===== src/rtl/bram_window_reader_if.sv =====
// bram_window_reader_if: control and read-address bus between the window reader and its BRAM/DSP consumer.
// Rev 1.0
`default_nettype none

interface bram_window_reader_if #(
  parameter int ADDR_WIDTH = 6,
  parameter int K          = 3,
  parameter int POS_WIDTH  = 8
);
  logic                      i_start;
  logic                      i_stall;
  logic [ADDR_WIDTH*K*K-1:0] o_r_addrs;
  logic                      o_addr_valid;
  logic                      o_data_valid;
  logic [POS_WIDTH-1:0]      o_win_row;
  logic [POS_WIDTH-1:0]      o_win_col;
  logic                      o_last;
  logic                      o_busy;
  logic                      o_done;

  modport master (
    input  i_start, i_stall,
    output o_r_addrs, o_addr_valid, o_data_valid, o_win_row, o_win_col,
           o_last, o_busy, o_done
  );

  modport slave (
    output i_start, i_stall,
    input  o_r_addrs, o_addr_valid, o_data_valid, o_win_row, o_win_col,
           o_last, o_busy, o_done
  );
endinterface

`default_nettype wire


===== src/rtl/bram_window_reader.sv =====
// bram_window_reader: sweeps a KxK stride-1 window over a row-major image, driving all K*K BRAM read ports per issue.
// Rev 1.0
`default_nettype none

module bram_window_reader #(
  parameter int ADDR_WIDTH = 6,
  parameter int IMG_W      = 7,
  parameter int IMG_H      = 3,
  parameter int K          = 3,
  parameter int POS_WIDTH  = 8
) (
  input  logic                 i_clk,
  input  logic                 i_rst_n,
  bram_window_reader_if.master bus
);
  localparam int                   RAM_PORTS = K * K;
  localparam logic [POS_WIDTH-1:0] LAST_ROW  = POS_WIDTH'(IMG_H - K);
  localparam logic [POS_WIDTH-1:0] LAST_COL  = POS_WIDTH'(IMG_W - K);

  typedef enum logic [1:0] {
    S_IDLE  = 2'd0,
    S_RUN   = 2'd1,
    S_DRAIN = 2'd2,
    S_DONE  = 2'd3
  } state_t;

  state_t                          r_state;
  state_t                          w_next_state;
  logic [POS_WIDTH-1:0]            r_row;
  logic [POS_WIDTH-1:0]            r_col;
  logic [POS_WIDTH-1:0]            w_nxt_row;
  logic [POS_WIDTH-1:0]            w_nxt_col;
  logic [ADDR_WIDTH*RAM_PORTS-1:0] r_addrs;
  logic [ADDR_WIDTH*RAM_PORTS-1:0] w_addrs;
  logic                            r_addr_valid;
  logic                            r_data_valid;
  logic                            r_last;
  logic [POS_WIDTH-1:0]            r_win_row;
  logic [POS_WIDTH-1:0]            r_win_col;
  logic                            w_launch;
  logic                            w_issue;
  logic                            w_is_last;

  // Next window position: (0,0) on launch, otherwise the raster successor.
  always_comb begin
    w_launch  = (r_state == S_IDLE) && bus.i_start;
    w_issue   = (r_state == S_RUN) && !bus.i_stall;
    w_is_last = (r_row == LAST_ROW) && (r_col == LAST_COL);
    w_nxt_row = r_row;
    w_nxt_col = r_col;
    if (w_launch) begin
      w_nxt_row = '0;
      w_nxt_col = '0;
    end else if (r_col == LAST_COL) begin
      w_nxt_row = r_row + POS_WIDTH'(1);
      w_nxt_col = '0;
    end else begin
      w_nxt_col = r_col + POS_WIDTH'(1);
    end
  end

  always_comb begin
    w_addrs = '0;
    for (int kr = 0; kr < K; kr++) begin
      for (int kc = 0; kc < K; kc++) begin
        w_addrs[ADDR_WIDTH*(kr*K+kc) +: ADDR_WIDTH] =
          ADDR_WIDTH'((int'(w_nxt_row) + kr) * IMG_W + int'(w_nxt_col) + kc);
      end
    end
  end

  always_ff @(posedge i_clk or negedge i_rst_n) begin
    if (!i_rst_n) begin
      r_state <= S_IDLE;
    end else begin
      r_state <= w_next_state;
    end
  end

  always_comb begin
    w_next_state = r_state;
    case (r_state)
      S_IDLE:  if (bus.i_start) w_next_state = S_RUN;
      S_RUN:   if (w_issue && w_is_last) w_next_state = S_DRAIN;
      S_DRAIN: w_next_state = S_DONE;
      S_DONE:  w_next_state = S_IDLE;
      default: w_next_state = S_IDLE;
    endcase
  end

  always_ff @(posedge i_clk or negedge i_rst_n) begin
    if (!i_rst_n) begin
      r_row        <= '0;
      r_col        <= '0;
      r_addrs      <= '0;
      r_addr_valid <= 1'b0;
      r_data_valid <= 1'b0;
      r_last       <= 1'b0;
      r_win_row    <= '0;
      r_win_col    <= '0;
    end else begin
      r_data_valid <= w_issue;
      r_last       <= w_issue && w_is_last;
      if (w_issue) begin
        r_win_row <= r_row;
        r_win_col <= r_col;
      end
      if (w_launch) begin
        r_addr_valid <= 1'b1;
      end else if (w_issue && w_is_last) begin
        r_addr_valid <= 1'b0;
      end
      // The final issue leaves the counters and addresses on the last window.
      if (w_launch || (w_issue && !w_is_last)) begin
        r_row   <= w_nxt_row;
        r_col   <= w_nxt_col;
        r_addrs <= w_addrs;
      end
    end
  end

  assign bus.o_r_addrs    = r_addrs;
  assign bus.o_addr_valid = r_addr_valid;
  assign bus.o_data_valid = r_data_valid;
  assign bus.o_win_row    = r_win_row;
  assign bus.o_win_col    = r_win_col;
  assign bus.o_last       = r_last;
  assign bus.o_busy       = (r_state != S_IDLE);
  assign bus.o_done       = (r_state == S_DONE);

endmodule

`default_nettype wire


===== src/flat_wrapper.sv =====
// flat-port wrapper written by rule: the top's interface ports become plain ports
module bram_window_reader_flat 
#(
  parameter int ADDR_WIDTH = 6,
  parameter int IMG_W      = 7,
  parameter int IMG_H      = 3,
  parameter int K          = 3,
  parameter int POS_WIDTH  = 8
)
  (i_clk, i_rst_n, bus_i_start, bus_i_stall, bus_o_r_addrs, bus_o_addr_valid, bus_o_data_valid, bus_o_win_row, bus_o_win_col, bus_o_last, bus_o_busy, bus_o_done);
  bram_window_reader_if #(.ADDR_WIDTH(ADDR_WIDTH), .K(K), .POS_WIDTH(POS_WIDTH)) bus_i ();
  input  logic i_clk;
  input  logic i_rst_n;
  input wire logic [$bits(bus_i.i_start)-1:0] bus_i_start;
  input wire logic [$bits(bus_i.i_stall)-1:0] bus_i_stall;
  output wire logic [$bits(bus_i.o_r_addrs)-1:0] bus_o_r_addrs;
  output wire logic [$bits(bus_i.o_addr_valid)-1:0] bus_o_addr_valid;
  output wire logic [$bits(bus_i.o_data_valid)-1:0] bus_o_data_valid;
  output wire logic [$bits(bus_i.o_win_row)-1:0] bus_o_win_row;
  output wire logic [$bits(bus_i.o_win_col)-1:0] bus_o_win_col;
  output wire logic [$bits(bus_i.o_last)-1:0] bus_o_last;
  output wire logic [$bits(bus_i.o_busy)-1:0] bus_o_busy;
  output wire logic [$bits(bus_i.o_done)-1:0] bus_o_done;
  assign bus_i.i_start = bus_i_start;
  assign bus_i.i_stall = bus_i_stall;
  assign bus_o_r_addrs = bus_i.o_r_addrs;
  assign bus_o_addr_valid = bus_i.o_addr_valid;
  assign bus_o_data_valid = bus_i.o_data_valid;
  assign bus_o_win_row = bus_i.o_win_row;
  assign bus_o_win_col = bus_i.o_win_col;
  assign bus_o_last = bus_i.o_last;
  assign bus_o_busy = bus_i.o_busy;
  assign bus_o_done = bus_i.o_done;
  bram_window_reader #(.ADDR_WIDTH(ADDR_WIDTH), .IMG_W(IMG_W), .IMG_H(IMG_H), .K(K), .POS_WIDTH(POS_WIDTH)) u_core (.i_clk(i_clk), .i_rst_n(i_rst_n), .bus(bus_i));
endmodule

===== config.mk =====
export PLATFORM = sky130hd
export DESIGN_NAME = bram_window_reader_flat
export DESIGN_NICKNAME = d
export VERILOG_FILES = /design/src/rtl/bram_window_reader_if.sv /design/src/rtl/bram_window_reader.sv /design/src/flat_wrapper.sv
export SDC_FILE = /design/constraint.sdc
export NUM_CORES = 1
export LEC_CHECK = 0
export ABC_AREA = 0
export CORE_AREA = 3 3 96 98
export DETAILED_ROUTE_END_ITERATION = 10
export DIE_AREA = 0 0 99 101
export DONT_BUFFER_PORTS = 1
export PLACE_DENSITY_LB_ADDON = 0.12
export SLEW_MARGIN = 25
export SYNTH_ARGS = -nofsm -noshare
export SYNTH_HDL_FRONTEND = slang
export SYNTH_SLANG_ARGS = --single-unit

===== constraint.sdc =====
create_clock -name i_clk -period 6.35 [get_ports i_clk]
set_input_delay 0.9525 -clock i_clk [delete_from_list [all_inputs] [get_ports i_clk]]
set_output_delay 0.9525 -clock i_clk [all_outputs]
set_load 0.05 [all_outputs]

==> results_dict.tcl <==
set metrics [dict create \
    status "complete, no violations" \
    mostFrequentLayoutCells "nand2_1, dfrtp_1, inv_1" \
    yosys_warnings 0 \
    synthFlopType "dfrtp_1" \
    tightestPinTransition_ns 0.9541 \
    synthDistinctLibCells 42 \
    die_w_microns 99 \
    crit_required_ns 6.64 \
    setup_tns_ns 0 \
    final_nets 595 \
    relSlewSlack 0.3639 \
    clk_latency_ns 0.36 \
    dr_wl_met3_microns 585 \
    multi_input_area_sq_um 2929 \
    wl_met2_microns 5056 \
    dr.pass1.iters 4 \
    synth_fp_nets 602 \
    cpPeakStageDelay_ns 0.61 \
    io_buffers 0 \
    cts_tree "done" \
    globalplace.congestion 0.9003 \
    drtIter0Drc 83 \
    wl_met1_microns 4276 \
    drt-total-wl_microns 10210 \
    nFillCells 680 \
    first_global_vias 3784 \
    antenna_found_initial 0 \
    highest_layer "met4" \
    rr_worst_depth 21 \
    ys_ff_latch 84 \
    regArea_sq_um 2107 \
    drtAntennaViolNets 0 \
    dpl.hpwl_microns 7599 \
    fmax_mhz 171.2 \
    cts_root_buf "clkbuf_8" \
    finClkSkew_ns 0.01082 \
    cp_cell_sequence "inv_1 -> ha_1 -> or4b_1 -> nor3_1 -> o21ai_0 -> buf_4 -> ha_1 -> inv_1 -> ha_1 -> inv_1 -> fa_1 -> fa_1 -> inv_1 -> ha_1 -> a21o_1 -> a21oi_1 -> xnor2_1 -> xnor2_1 -> xnor2_1 -> xor3_1 -> o21ai_1" \
    synth_edf_count 0 \
    grt_overflow 0 \
    grt_pass1_wl_microns 17750 \
    postCtsHoldBufs 0 \
    drive_above_1_share 0.09944 \
    final_common_cell "nand2_1" \
    crit_path_end_kind "flop" \
    die_area_sq_um 9999 \
    path_max_fanout 9 \
    syn_area_per_cell_sq_um 9.982 \
    cts_htree_levels 3 \
    vias_per_cell 5.498 \
    initial_core_util 0.6245 \
    cp-start-kind "flop" \
    crit_cells 21 \
    pin_count 79 \
    rows 34 \
    num_antenna_cells 0 \
    period_minus_slack_ns 5.840 \
    clk_pin_slew_ns 0.09 \
    drc_errors 0 \
    finalMaxSlewViolations 0 \
    synth_cells 535 \
    path_delay_family "adder cells" \
    core_sq_um 8551 \
    vias 3524 \
    min_period_over_period 0.9196 \
    grt.total_usage 0.2237 \
    syn_area_sq_um 5340 \
    worst-path-buf-inv 5 \
    wl_per_cell_microns 15.92 \
    numCtsBuffers 9 \
    cp_slowest_cell "or4b_1" \
    die_h_microns 101 \
    maxCapViolations 0 \
    hold_viol 0 \
    cts.sink_count 84 \
    crit_type "flop to flop" \
    hold_class "primary input to async pin" \
    setup_viol 0 \
    clock_path_buffers 2 \
    arrival_ns 6.13 \
    grt_max_degree 85 \
    synth-async-reset-ratio 1.000 \
    rsz0062_at_grt "no" \
    synthToLayoutAreaGrowth_pct 5.131 \
    seq_area_frac_synth 0.3936 \
]
-- through the flow --
step                      hold WS [ns]  cells  cell area, sq um  setup WS [ns]    util
after floorplan                 0.4829    535              5340         0.8079       -
after global placement          0.5157    623              5399         0.6684  0.6314
final                           0.2784    641              5614         0.5104  0.6566
after CTS                       0.2581    639              5597         0.3349  0.6545
after global routing            0.2486    641              5614       0.005518  0.6566
after detailed placement        0.5270    623              5401         0.4248  0.6317
-- synthesized netlist by cell type, types with 2 or more instances --
library cell / instances / area (sq um)
a21o_1: 6 / 45.04
a21oi_1: 13 / 65.06
a21oi_4: 2 / 32.53
and2_1: 4 / 25.02
buf_1: 3 / 11.26
buf_2: 3 / 15.01
buf_4: 7 / 52.55
clkbuf_1: 13 / 48.80
dfrtp_1: 84 / 2102
fa_1: 19 / 380.4
ha_1: 44 / 550.5
inv_1: 48 / 180.2
mux2_2: 20 / 225.2
mux2i_1: 2 / 20.02
nand2_1: 95 / 356.6
nand2b_1: 3 / 18.77
nand3_1: 13 / 65.06
nand4_1: 2 / 12.51
nor2_1: 14 / 52.55
nor2b_1: 2 / 12.51
nor3_1: 7 / 35.03
nor4_1: 2 / 12.51
nor4b_1: 3 / 26.28
o21ai_0: 47 / 235.2
o21ai_1: 2 / 10.01
o31ai_1: 3 / 22.52
or4_4: 2 / 22.52
xnor2_1: 36 / 315.3
xnor3_1: 3 / 67.56
xor2_1: 20 / 175.2
xor3_1: 2 / 47.55
-- metal layers --
| metal | GRT usage | vias to the layer above |
|---|---|---|
| met5 | 0 | - |
| met4 | 0.09349 | 0 |
| met3 | 0.05882 | 26 |
| met2 | 0.3796 | 87 |
| met1 | 0.2705 | 1689 |
| li1 | - | 1722 |
-- state kept, by name, indices dropped and copies added, names as in the netlist --
signal,cells
u_core.r_state,2
u_core.bus.o_win_row,8
u_core.bus.o_win_col,8
u_core.bus.o_r_addrs,47
u_core.bus.o_last,1
u_core.r_row,8
u_core.bus.o_data_valid,1
u_core.r_col,8
u_core.bus.o_addr_valid,1
-- logic make-up after synthesis --
kind of cell	count (synthesis)	synth area share
xor gates and xnor gates	62	0.1164
and+or+nand+nor	152	0.1272
adders and majority gates	63	0.1743
AOI/OAI and AO/OA	77	0.08271
buffers and inverters	75	0.05975
DFF	84	0.3936
muxes	22	0.04592
-- worst paths after layout --
check	startpoint	endpoint	slack (ns)
setup / recovery	u_core.r_col[0]	u_core.bus.o_r_addrs[29]	0.51
hold / removal	i_rst_n	u_core.r_state[0]	0.28
setup reg to reg	u_core.r_col[0]	u_core.bus.o_r_addrs[29]	0.51
hold reg to reg	u_core.r_row[7]	u_core.bus.o_win_row[7]	0.54
max in group asynchronous	i_rst_n	u_core.bus.o_r_addrs[40]	5.96
min in group i_clk	u_core.r_row[7]	u_core.bus.o_win_row[7]	0.54
-- final cells by class --
| type | count | share of cell area |
|---|---|---|
| Clock buffer | 12 | 0.02585 |
| Clock inverter | 4 | 0.008915 |
| Inverter | 48 | 0.03209 |
| Multi-Input combinational cell | 376 | 0.5217 |
| Sequential cell | 84 | 0.3753 |
| Tap cell | 108 | 0.02407 |
| Timing Repair Buffer | 9 | 0.01203 |
-- repair_timing --
action	in CTS	in global routing
resized for setup	0	1
endpoints found under the setup margin	0	2
buffers inserted	0	2
Power is left out: the tool's default activity adds up to more than one toggle a clock period on the data nets, which glitch-free logic cannot reach.
